===== config.mk =====
export PLATFORM = sky130hd
export DESIGN_NAME = uart_tx_cfg_flat
export DESIGN_NICKNAME = d
export VERILOG_FILES = /design/src/rtl/uart_pkg.sv /design/src/rtl/uart_tx_cfg_if.sv /design/src/rtl/uart_tx_fifo.sv /design/src/rtl/uart_tx_cfg.sv /design/src/flat_wrapper.sv
export SDC_FILE = /design/constraint.sdc
export NUM_CORES = 1
export LEC_CHECK = 0
export ABC_CLOCK_PERIOD_IN_PS = 4700
export CAP_MARGIN = 20
export CORE_MARGIN = 2
export CORE_UTILIZATION = 46
export CTS_CLUSTER_SIZE = 10
export DETAILED_ROUTE_END_ITERATION = 6
export GPL_TIMING_DRIVEN = 0
export MAX_ROUTING_LAYER = met4
export PLACE_DENSITY = 0.65
export SETUP_SLACK_MARGIN = 0.5
export SLEW_MARGIN = 15
export SYNTH_ARGS = -nofsm -noshare
export SYNTH_HDL_FRONTEND = slang
export SYNTH_SLANG_ARGS = --single-unit

===== constraint.sdc =====
create_clock -name clk -period 4.7 [get_ports clk]
set_input_delay 0.47 -clock clk [delete_from_list [all_inputs] [get_ports clk]]
set_output_delay 0.47 -clock clk [all_outputs]
set_load 0.02 [all_outputs]

===== src/rtl/uart_pkg.sv =====
// Shared encodings for the configurable UART transmitter: FSM states,
// cfg_bits / cfg_parity codes and frame helper functions.
package uart_pkg;

    typedef enum logic [2:0] {
        ST_IDLE   = 3'd0,
        ST_START  = 3'd1,
        ST_DATA   = 3'd2,
        ST_PARITY = 3'd3,
        ST_STOP   = 3'd4
    } tx_state_e;

    localparam logic [1:0] BITS_5 = 2'b00;
    localparam logic [1:0] BITS_6 = 2'b01;
    localparam logic [1:0] BITS_7 = 2'b10;
    localparam logic [1:0] BITS_8 = 2'b11;

    localparam logic [1:0] PAR_NONE     = 2'b00;
    localparam logic [1:0] PAR_EVEN     = 2'b01;
    localparam logic [1:0] PAR_ODD      = 2'b10;
    localparam logic [1:0] PAR_NONE_ALT = 2'b11;

    // Index of the last data bit sent for a given data length code.
    function automatic logic [2:0] last_bit_idx(input logic [1:0] bits);
        logic [2:0] r;
        r = 3'd7;
        case (bits)
            BITS_5: r = 3'd4;
            BITS_6: r = 3'd5;
            BITS_7: r = 3'd6;
            BITS_8: r = 3'd7;
        endcase
        return r;
    endfunction

    function automatic logic parity_en(input logic [1:0] parity);
        logic r;
        r = 1'b0;
        case (parity)
            PAR_EVEN, PAR_ODD:      r = 1'b1;
            PAR_NONE, PAR_NONE_ALT: r = 1'b0;
        endcase
        return r;
    endfunction

    // Parity covers only the bits actually sent; upper bits are masked off.
    function automatic logic parity_bit(input logic [7:0] data, input logic [1:0] bits,
                                        input logic [1:0] parity);
        logic [7:0] mask;
        mask = 8'hFF >> (2'd3 - bits);
        return (^(data & mask)) ^ (parity == PAR_ODD);
    endfunction

endpackage


===== src/rtl/uart_tx_cfg_if.sv =====
// Byte write handshake into the transmitter FIFO.
interface uart_tx_cfg_if;
    logic       wr_valid;
    logic [7:0] wr_data;
    logic       wr_ready;

    modport master (output wr_valid, output wr_data, input wr_ready);
    modport slave  (input wr_valid, input wr_data, output wr_ready);
endinterface


===== src/rtl/uart_tx_fifo.sv =====
// Byte FIFO feeding the transmitter; pushes while full and pops while empty
// are ignored, so callers may present requests unconditionally.
module uart_tx_fifo #(
    parameter int DEPTH = 4
) (
    input  logic                     clk,
    input  logic                     reset,
    input  logic                     push,
    input  logic [7:0]               push_data,
    input  logic                     pop,
    output logic [7:0]               pop_data,
    output logic [$clog2(DEPTH):0]   count,
    output logic                     full,
    output logic                     empty
);
    localparam int AW = $clog2(DEPTH);

    logic [7:0]    mem [DEPTH];
    logic [AW-1:0] wr_ptr;
    logic [AW-1:0] rd_ptr;
    logic          do_push;
    logic          do_pop;

    assign full     = (count == (AW+1)'(DEPTH));
    assign empty    = (count == '0);
    assign do_push  = push && !full;
    assign do_pop   = pop && !empty;
    assign pop_data = mem[rd_ptr];

    always_ff @(posedge clk) begin
        if (do_push) mem[wr_ptr] <= push_data;
    end

    // Power-of-two depth lets the pointers wrap naturally.
    always_ff @(posedge clk or posedge reset) begin
        if (reset) begin
            wr_ptr <= '0;
            rd_ptr <= '0;
            count  <= '0;
        end else begin
            if (do_push) wr_ptr <= wr_ptr + 1'b1;
            if (do_pop)  rd_ptr <= rd_ptr + 1'b1;
            case ({do_push, do_pop})
                2'b10:   count <= count + 1'b1;
                2'b01:   count <= count - 1'b1;
                default: count <= count;
            endcase
        end
    end
endmodule


===== src/rtl/uart_tx_cfg.sv =====
// UART transmitter with run-time frame format (5-8 data bits, parity, 1-2 stops)
// latched per byte at pop time, fed from a small FIFO.
//   state  | meaning
//   IDLE   | line high, waiting for a FIFO entry
//   START  | start bit (low)
//   DATA   | data bits, LSB first
//   PARITY | optional parity bit
//   STOP   | one or two stop bits (high)
module uart_tx_cfg
    import uart_pkg::*;
#(
    parameter int CLOCK_FREQ = 50_000_000,
    parameter int BAUD_RATE  = 1_000_000,
    parameter int FIFO_DEPTH = 4
) (
    input  logic                          clk,
    input  logic                          reset,
    uart_tx_cfg_if.slave                  wr,
    input  logic [1:0]                    cfg_bits,
    input  logic [1:0]                    cfg_parity,
    input  logic                          cfg_stop2,
    output logic                          tx,
    output logic                          tx_busy,
    output logic [$clog2(FIFO_DEPTH):0]   fifo_count,
    output logic                          overflow
);
    localparam int BAUD_TICK = CLOCK_FREQ / BAUD_RATE;
    localparam int CW        = (BAUD_TICK > 1) ? $clog2(BAUD_TICK) : 1;
    localparam logic [CW-1:0] TICK_LAST = CW'(BAUD_TICK - 1);

    tx_state_e     state;
    tx_state_e     state_next;
    logic [CW-1:0] baud_cnt;
    logic          tick;
    logic [2:0]    bit_idx;
    logic          stop_idx;
    logic [7:0]    frame_data;
    logic [2:0]    frame_last;
    logic          frame_par_en;
    logic          frame_par_bit;
    logic          frame_stop2;
    logic          pop;
    logic          line;
    logic          fifo_full;
    logic          fifo_empty;
    logic [7:0]    fifo_head;

    uart_tx_fifo #(.DEPTH(FIFO_DEPTH)) u_fifo (
        .clk       (clk),
        .reset     (reset),
        .push      (wr.wr_valid),
        .push_data (wr.wr_data),
        .pop       (pop),
        .pop_data  (fifo_head),
        .count     (fifo_count),
        .full      (fifo_full),
        .empty     (fifo_empty)
    );

    assign wr.wr_ready = !fifo_full;
    assign tick        = (baud_cnt == TICK_LAST);

    always_ff @(posedge clk or posedge reset) begin
        if (reset) state <= ST_IDLE;
        else       state <= state_next;
    end

    always_comb begin
        state_next = state;
        pop        = 1'b0;
        line       = 1'b1;
        case (state)
            ST_IDLE: begin
                if (!fifo_empty) begin
                    pop        = 1'b1;
                    state_next = ST_START;
                end
            end
            ST_START: begin
                line = 1'b0;
                if (tick) state_next = ST_DATA;
            end
            ST_DATA: begin
                line = frame_data[bit_idx];
                if (tick && bit_idx == frame_last)
                    state_next = frame_par_en ? ST_PARITY : ST_STOP;
            end
            ST_PARITY: begin
                line = frame_par_bit;
                if (tick) state_next = ST_STOP;
            end
            ST_STOP: begin
                // Chain straight into the next start bit when more data waits.
                if (tick && stop_idx == frame_stop2) begin
                    if (!fifo_empty) begin
                        pop        = 1'b1;
                        state_next = ST_START;
                    end else begin
                        state_next = ST_IDLE;
                    end
                end
            end
            default: state_next = ST_IDLE;
        endcase
    end

    // Line and busy are registered from the current state, one clock behind it.
    always_ff @(posedge clk or posedge reset) begin
        if (reset) begin
            tx            <= 1'b1;
            tx_busy       <= 1'b0;
            overflow      <= 1'b0;
            baud_cnt      <= '0;
            bit_idx       <= '0;
            stop_idx      <= 1'b0;
            frame_data    <= '0;
            frame_last    <= 3'd7;
            frame_par_en  <= 1'b0;
            frame_par_bit <= 1'b0;
            frame_stop2   <= 1'b0;
        end else begin
            tx       <= line;
            tx_busy  <= (state != ST_IDLE);
            overflow <= wr.wr_valid && fifo_full;

            if (state == ST_IDLE || tick) baud_cnt <= '0;
            else                          baud_cnt <= baud_cnt + 1'b1;

            if (pop) begin
                frame_data    <= fifo_head;
                frame_last    <= last_bit_idx(cfg_bits);
                frame_par_en  <= parity_en(cfg_parity);
                frame_par_bit <= parity_bit(fifo_head, cfg_bits, cfg_parity);
                frame_stop2   <= cfg_stop2;
                bit_idx       <= '0;
                stop_idx      <= 1'b0;
            end else if (tick) begin
                if (state == ST_DATA && bit_idx != frame_last) bit_idx <= bit_idx + 1'b1;
                if (state == ST_STOP) stop_idx <= 1'b1;
            end
        end
    end
endmodule


===== src/flat_wrapper.sv =====
// flat-port wrapper written by rule: the top's interface ports become plain ports
module uart_tx_cfg_flat import uart_pkg::*;
#(
    parameter int CLOCK_FREQ = 50_000_000,
    parameter int BAUD_RATE  = 1_000_000,
    parameter int FIFO_DEPTH = 4
)
  (clk, reset, cfg_bits, cfg_parity, cfg_stop2, tx, tx_busy, fifo_count, overflow, wr_wr_valid, wr_wr_data, wr_wr_ready);
  uart_tx_cfg_if wr_i ();
  input  logic clk;
  input  logic reset;
  input  logic [1:0] cfg_bits;
  input  logic [1:0] cfg_parity;
  input  logic cfg_stop2;
  output logic tx;
  output logic tx_busy;
  output logic [$clog2(FIFO_DEPTH):0] fifo_count;
  output logic overflow;
  input wire logic [$bits(wr_i.wr_valid)-1:0] wr_wr_valid;
  input wire logic [$bits(wr_i.wr_data)-1:0] wr_wr_data;
  output wire logic [$bits(wr_i.wr_ready)-1:0] wr_wr_ready;
  assign wr_i.wr_valid = wr_wr_valid;
  assign wr_i.wr_data = wr_wr_data;
  assign wr_wr_ready = wr_i.wr_ready;
  uart_tx_cfg #(.CLOCK_FREQ(CLOCK_FREQ), .BAUD_RATE(BAUD_RATE), .FIFO_DEPTH(FIFO_DEPTH)) u_core (.clk(clk), .reset(reset), .wr(wr_i), .cfg_bits(cfg_bits), .cfg_parity(cfg_parity), .cfg_stop2(cfg_stop2), .tx(tx), .tx_busy(tx_busy), .fifo_count(fifo_count), .overflow(overflow));
endmodule

==> metrics.sh, run 1 <==
SYNTH-SEQ-AREA-SHARE=0.615
CLOCK_LATENCY_NS=0.36
AREA_GROWTH_PCT=17.2
SYNTHESIS.AREA_MM2=0.00303
NUMBER_OF_CELLS_IN_THE_DESIGN_AFTER_PLACEMENT=326
FLOORPLAN.INITIALDENSITY=0.477
SWITCHING_POWER_uW=425
RUN_STATUS='complete, no violations'
VDD.IR_DROP.WORST_mV=0.301
POSTSYNTHCELLCOUNT=227
ANTENNA_FOUND_INITIAL=0
CRIT_REQUIRED_NS=4.98
WORSTPATHARRIVAL_NS=3.51
DETAILED_PLACE.AREA_MM2=0.00335
FIN_CELLS=342
FIN_CRIT_SH=0.686
FIN_CRIT_NS=3.23
YS_FF_LATCH=68
CTS_TREE='built'
IO-PIN-COUNT=23
GRT_USE_TOTAL=0.164
POWER_SWITCHING_SHARE=0.279
PORT_BUFFERS=22
ROUTE.DETAILED.WL_PER_INST_UM=14.5
SYNTHDISTINCTLIBCELLS=41
ROUTED_WIRELENGTH_MM=4.97
TIMING.HOLD.WS_NS=0.469
FIRST_GLOBAL_VIAS=1767
CLKTRANSATPATHREGS_NS=0.08
DPL_WORST_SLACK_NS=1.43
SETUP.REG_TO_REG.WORST_SLACK_NS=1.47
SYNTH_EDF_COUNT=32
LAYOUT_SETUP_WS_NS=1.47
CP-END-KIND='flip-flop'
POST_CTS_BUFFERS=0
SYN-NUM-NETS=253
COMB_POWER_SHARE=0.180
SYNTHDOMINANTCELLAREASHARE=0.317
CLOCK_ROOT_BUFFER='clkbuf_8'
POST_CTS_HOLD_BUFFER_COUNT=0
MAX-CAP-VIOLATIONS=0
SLEW_VIOLATIONS=0
SYNTH.TOP_CELLS.BY_COUNT='41 x nand2_1, 33 x dfrtp_1, 32 x edfxtp_1, 17 x nor2_1, 11 x xnor2_1'
YOSYS.CELL_COUNT.TOP_TYPE='nand2_1'
SYNTH.LARGEST_AREA_CELL='edfxtp_1'
DESIGN_AREA_MM2=0.00355
CTS-ROOT-TO-SINK-BUFFERS=2
ANTENNADIODECOUNT=0
CLOCK_SINK_COUNT=68
PLACEABLECOREAREA_MM2=0.00635
POWERDENSITY_mW_PER_MM2=429
POWER.CLOCK.FRACTION=0.326
POSTROUTEANTENNANETS=0
P_TOTAL_mW=1.52
GRT_FIRST_PASS_WIRELENGTH_MM=8.56
SYNTHTOPCELLSBYAREA='edfxtp_1 32%, dfrtp_1 27%, nand2_1 5.1%, mux4_2 4.5%, ha_1 3.7%'
CRITPATHKIND='reg2reg'
DRC=0
FINAL.FILL_COUNT=525
FINALSETUPVIOLATIONS=0
TIMING.MAX_SLEW.REL_SLACK=0.501
CTS_RESIZED=0
MIN_DELAY_PATH_CLASS='reg2reg'
PWR-SHARE-SEQ=0.494
DIE-WIDTH_UM=85.2
FINAL_LAYOUT_SIZE_SUFFIX_GT1_FRAC=0.121
SYN_AVG_CELL_AREA_UM2=13.4
FIRSTDRTPASSITERS=4
WORSTMARGINPINSLEW_NS=0.748
DIEAREA_MM2=0.00726
CHIPHEIGHT_UM=85.2
FINAL-HOLD-VIOLATION-COUNT=0
LEAKAGEPOWER_nW=1.46
CLOCK.FMAX_MHz=310
PLACE_HPWL_MM=3.44
VIAS_PER_CELL=5.10
START_KIND='flip-flop'
GP_CONGESTION=0.797
HTREE_NUM_LEVELS=3
FINAL_CORE_UTIL=0.559
CTS_BUFFERS=9
FINAL_NETS=286
FIN_SETUP_TNS_NS=0
GRT_MAX_DEGREE=37
INTERNAL_POWER_mW=1.10
SYNTH_WARNINGS=0
FIRST_ITER_VIOLATIONS=142
SYNTH_ASYNC_SR_FLOP_SHARE=0.529
STD_CELL_ROWS=29
SKEW_NS=0.0102
VIA_COUNT=1743
GRT_REMAINING_OVERFLOW=0
RSZ0062_AT_GRT='false'
SYNTHFLOPTYPE='dfrtp_1'
TIMING.CRITICAL_PATH.FANOUT_MAX=10
==> flip-flops by register name (all words and copies together), names as in the netlist <==
name	count
u_core.baud_cnt	6
u_core.bit_idx	3
u_core.frame_data	8
u_core.frame_last	2
u_core.frame_par_bit	1
u_core.frame_par_en	1
u_core.frame_stop2	1
u_core.overflow	1
u_core.state	3
u_core.stop_idx	1
u_core.tx	1
u_core.tx_busy	1
u_core.u_fifo.count	3
u_core.u_fifo.mem	32
u_core.u_fifo.rd_ptr	2
u_core.u_fifo.wr_ptr	2
==> logic make-up after synthesis <==
kind of cell,count (synthesis),synth area share
compound gates,16,0.0359
xor+xnor,21,0.0652
fa+ha+maj,10,0.0437
buf+inv,17,0.0239
flops,68,0.615
mux,16,0.102
simple gates,79,0.114
==> layout by cell type, fill, tap and decap left out, types with 2 or more instances in the layout <==
cell	synthesis	final
nand2_1	41	41
dfrtp_1	33	33
edfxtp_1	32	32
clkdlybuf4s50_1	0	22
nor2_1	17	17
xnor2_1	11	11
xor2_1	9	9
inv_1	10	9
ha_1	9	9
clkbuf_8	0	9
mux4_2	6	6
and3_1	5	5
mux4_1	4	4
clkbuf_1	4	4
nor3_1	4	4
nand3_1	4	4
o21ai_0	4	4
inv_6	0	4
mux2i_1	3	3
dfstp_2	3	3
mux2_2	2	2
a21oi_1	2	2
o21a_1	2	2
nor2b_1	2	2
clkinvlp_4	0	2
==> layout make-up <==
type,count,area [um2],area share
plain buffers,6,31.3,0.00881
clock buffers,9,124,0.0349
clock inverters,7,80.1,0.0225
inverters,11,41.3,0.0116
multi-input cells,142,1090,0.308
flip-flops and latches,68,1870,0.525
well taps,77,96.3,0.0271
repair buffers,22,220,0.0620
==> path summary, 6_finish.rpt <==
kind / startpoint / end / cells after the start
worst min-delay path: u_core.frame_last[1]$_DFFE_PP1N_ / u_core.frame_last[1]$_DFFE_PP1N_ / 2
worst max register to register: u_core.baud_cnt[1]$_DFF_PP0_ / u_core.u_fifo.count[2]$_DFFE_PP0P_ / 13
worst max-delay path: u_core.baud_cnt[1]$_DFF_PP0_ / u_core.u_fifo.count[2]$_DFFE_PP0P_ / 13
max in group asynchronous: reset / u_core.frame_data[0]$_DFFE_PP0N_ / 2
min in group asynchronous: reset / u_core.baud_cnt[0]$_DFF_PP0_ / 2
worst min register to register: u_core.frame_last[1]$_DFFE_PP1N_ / u_core.frame_last[1]$_DFFE_PP1N_ / 2
==> worst max-delay path: stages, from the launching register on <==
cell,delay [ns]
dfrtp_1,0.40
inv_1,0.06
ha_1,0.13
nand4b_1,0.19
nor3_1,0.30
o211ai_1,0.27
clkinv_1,0.26
clkbuf_1,0.43
ha_1,0.28
inv_1,0.06
fa_1,0.37
xor2_1,0.15
nor2_1,0.11
xor2_1,0.14
==> per-layer routing <==
layer	GRT usage	part of all wire	vias up
met5	-	0	-
met4	0.0779	0.021	0
met3	0.0467	0.038	10
met2	0.247	0.48	32
met1	0.204	0.46	835
li1	-	-	866
==> power groups by stage <==
| stage | registers [mW] | clock network (mW) | logic [mW] |
|---|---|---|---|
| after global placement | 0.763 | 0 | 0.274 |
| after CTS | 0.753 | 0.509 | 0.280 |
| after global routing | 0.764 | 0.535 | 0.303 |
| after floorplan | 0.773 | 0 | 0.167 |
| after detailed placement | 0.765 | 0 | 0.280 |
| final | 0.752 | 0.497 | 0.274 |
Note: power is estimated with default switching activity, not from simulation.
==> run 2: changes to the inputs <==
--- a/config.mk
+++ b/config.mk
@@ -5,7 +5,7 @@
 export SDC_FILE = /design/constraint.sdc
 export NUM_CORES = 1
 export LEC_CHECK = 0
-export ABC_CLOCK_PERIOD_IN_PS = 4700
+export ABC_CLOCK_PERIOD_IN_PS = 2900
 export CAP_MARGIN = 20
 export CORE_MARGIN = 2
 export CORE_UTILIZATION = 46
@@ -13,7 +13,7 @@
 export DETAILED_ROUTE_END_ITERATION = 6
 export GPL_TIMING_DRIVEN = 0
 export MAX_ROUTING_LAYER = met4
-export PLACE_DENSITY = 0.65
+export PLACE_DENSITY = 0.68
 export SETUP_SLACK_MARGIN = 0.5
 export SLEW_MARGIN = 15
 export SYNTH_ARGS = -nofsm -noshare
==> constraint.sdc (replaced) <==
create_clock -name clk -period 2.9 [get_ports clk]
set_input_delay 0.29 -clock clk [delete_from_list [all_inputs] [get_ports clk]]
set_output_delay 0.29 -clock clk [all_outputs]
set_load 0.02 [all_outputs]
==> run 2 against run 1 <==
First-iteration DRC count is 45% lower. Register-to-register slack worse by 0.92 ns. Setup slack got worse by 0.92 ns. Critical path depth grew 1. Critical endpoint unchanged. Largest cell class unchanged. Largest power group unchanged.
==> metrics.sh, run 2 (synthesis gave the netlist of run 1 again) <==
CRITPATHKIND='reg2reg'
PLACE_HPWL_MM=3.61
TIMING.CRITICAL_PATH.FANOUT_MAX=2
FINAL.FILL_COUNT=521
FINAL_NETS=293
VDD.IR_DROP.WORST_mV=0.463
INTERNAL_POWER_mW=1.80
MAX-CAP-VIOLATIONS=0
CLKTRANSATPATHREGS_NS=0.07
FIRSTDRTPASSITERS=4
LEAKAGEPOWER_nW=1.52
LARGEST_REGISTER='u_core.u_fifo.mem'
IO-PIN-COUNT=23
POWER_SWITCHING_SHARE=0.261
SWITCHING_POWER_uW=633
AREA_GROWTH_PCT=20.8
PATH_DELAY_FAMILY='adder cells'
COMMONEST_NON_FILL_NON_TAP_CELL_IN_THE_LAYOUT='nand2_1'
CRITICAL-PATH-SLOWEST-CELL='dfrtp_1'
GRT_REMAINING_OVERFLOW=0
RUN_STATUS='complete, no violations'
DESIGN_AREA_MM2=0.00366
CLOCK_SINK_COUNT=68
FINAL_LAYOUT_SIZE_SUFFIX_GT1_FRAC=0.162
POWERDENSITY_mW_PER_MM2=663
POSTROUTEANTENNANETS=0
PATH_COMMON_CELL='xor2_1'
MIN_DELAY_PATH_CLASS='in2async'
CLOCK_ROOT_BUFFER='clkbuf_8'
CRIT_REQUIRED_NS=3.16
ROUTED_WIRELENGTH_MM=5.22
FIN_SETUP_TNS_NS=0
FINALSETUPVIOLATIONS=0
CP_SLOWEST_STAGE_DELAY_NS=0.38
SKEW_NS=0.00626
GP_CONGESTION=0.786
DRC=0
FIN_CRIT_NS=2.35
WORSTMARGINPINSLEW_NS=0.463
SLEW_VIOLATIONS=0
CTS_TREE='built'
CLOCK_LATENCY_NS=0.33
ANTENNA_FOUND_INITIAL=0
START_KIND='flip-flop'
LARGEST_REG_FLOPS=32
STD_CELL_ROWS=29
ROUTE.DETAILED.WL_PER_INST_UM=14.9
PLACEABLECOREAREA_MM2=0.00635
COMB_POWER_SHARE=0.187
COUNT_OF_BUFFER_AND_INVERTER_CELLS_ON_THE_CRITICAL_PATH=5
POWER.CLOCK.FRACTION=0.311
RSZ0062_AT_GRT='true'
VIAS_PER_CELL=5.09
GRT_MAX_DEGREE=33
FLOORPLAN.INITIALDENSITY=0.477
DETAILED_PLACE.AREA_MM2=0.00340
TIMING.HOLD.WS_NS=0.150
LARGEST_REGISTERS='u_core.u_fifo.mem: 32 flops, u_core.frame_data: 8 flops, u_core.baud_cnt: 6 flops'
WORSTPATHARRIVAL_NS=2.61
FIRST_ITER_VIOLATIONS=78
MOSTFREQUENTLAYOUTCELLS='41 x nand2_1, 33 x dfrtp_1, 32 x edfxtp_1'
DIEAREA_MM2=0.00726
GRT_FIRST_PASS_WIRELENGTH_MM=8.98
PORT_BUFFERS=22
PWR-SHARE-SEQ=0.502
ANTENNADIODECOUNT=0
FINAL-HOLD-VIOLATION-COUNT=0
POST_CTS_HOLD_BUFFER_COUNT=0
VIA_COUNT=1776
DIE-WIDTH_UM=85.2
FIN_CRIT_SH=0.809
HTREE_NUM_LEVELS=3
CTS_BUFFERS=9
GRT_USE_TOTAL=0.171
CP-END-KIND='flip-flop'
CLOCK.FMAX_MHz=426
CTS-ROOT-TO-SINK-BUFFERS=2
CHIPHEIGHT_UM=85.2
FIRST_GLOBAL_VIAS=1819
SERIES_OF_CELL_INSTANCES_ALONG_THE_CRITICAL_PATH='inv_1 > ha_2 > nand4b_1 > nor3_2 > o211ai_1 > buf_4 > clkinv_8 > clkbuf_16 > ha_4 > inv_2 > fa_2 > xor2_1 > nor2_1 > xor2_1'
TIMING.MAX_SLEW.REL_SLACK=0.691
==> run 2: final cells by class <==
cell class	count	area [um2]	share of cell area
Sequential cell	68	1870	0.509
Clock inverter	5	52.6	0.0143
Timing Repair Buffer	29	285	0.0779
Inverter	11	53.8	0.0147
Multi-Input combinational cell	142	1120	0.305
Clock buffer	11	141	0.0386
Buffer	6	52.6	0.0143
Tap cell	77	96.3	0.0263
==> run 2: stage by stage <==
stage	setup slack (ns)	total power [mW]	std cells	util
3_3_place_gp	-0.0321	1.68	326	0.533
5_1_grt	0.367	2.56	349	0.577
3_5_place_dp	-0.0300	1.71	327	0.536
4_1_cts	0.508	2.46	349	0.577
6_report	0.554	2.43	349	0.577
2_1_floorplan	0.428	1.53	227	-
==> run 2: path summary, 6_finish.rpt <==
| kind | startpoint | to | slack (ns) | depth (start not counted) |
|---|---|---|---|---|
| worst max-delay path | u_core.baud_cnt[1]$_DFF_PP0_ | u_core.u_fifo.count[2]$_DFFE_PP0P_ | 0.55 | 14 |
| worst min-delay path | reset | u_core.u_fifo.wr_ptr[0]$_DFFE_PP0P_ | 0.15 | 2 |
| worst max register to register | u_core.baud_cnt[1]$_DFF_PP0_ | u_core.u_fifo.count[2]$_DFFE_PP0P_ | 0.55 | 14 |
| worst min register to register | u_core.frame_last[1]$_DFFE_PP1N_ | u_core.frame_last[1]$_DFFE_PP1N_ | 0.47 | 2 |
| max in group asynchronous | reset | u_core.frame_last[1]$_DFFE_PP1N_ | 2.30 | 3 |
| min in group clk | u_core.frame_last[1]$_DFFE_PP1N_ | u_core.frame_last[1]$_DFFE_PP1N_ | 0.47 | 2 |
==> run 2: what timing repair did <==
| action | 4_1_cts | 5_1_grt |
|---|---|---|
| pin swaps | 4 | 1 |
| endpoints found under the setup margin | 3 | 1 |
| cloned | 0 | 0 |
| resized for setup | 3 | 0 |
| setup buffers | 6 | 0 |
==> run 2: power by group through the flow <==
| stage | combinational, mW | clock (mW) | sequential, mW |
|---|---|---|---|
| 6_report | 0.454 | 0.757 | 1.22 |
| 3_3_place_gp | 0.448 | 0 | 1.24 |
| 4_1_cts | 0.467 | 0.773 | 1.22 |
| 5_1_grt | 0.506 | 0.820 | 1.23 |
| 3_5_place_dp | 0.466 | 0 | 1.24 |
| 2_1_floorplan | 0.276 | 0 | 1.25 |
==> run 2: worst register-to-register path, stage by stage, from the launching register on <==
cell	delay, ns
dfrtp_1	0.38
inv_1	0.06
ha_2	0.16
nand4b_1	0.15
nor3_2	0.18
o211ai_1	0.10
buf_4	0.18
clkinv_8	0.05
clkbuf_16	0.12
ha_4	0.13
inv_2	0.04
fa_2	0.33
xor2_1	0.16
nor2_1	0.11
xor2_1	0.14
==> run 2: layer usage <==
layer  up-vias  routed length [um]  GRT usage  part of all wire
met4         0                  59     0.0563             0.011
li1        880                   -          -                 -
met2        30                2560      0.267              0.49
met5         -                   0          -                 0
met3         5                 195     0.0623             0.037
met1       861                2410      0.208              0.46
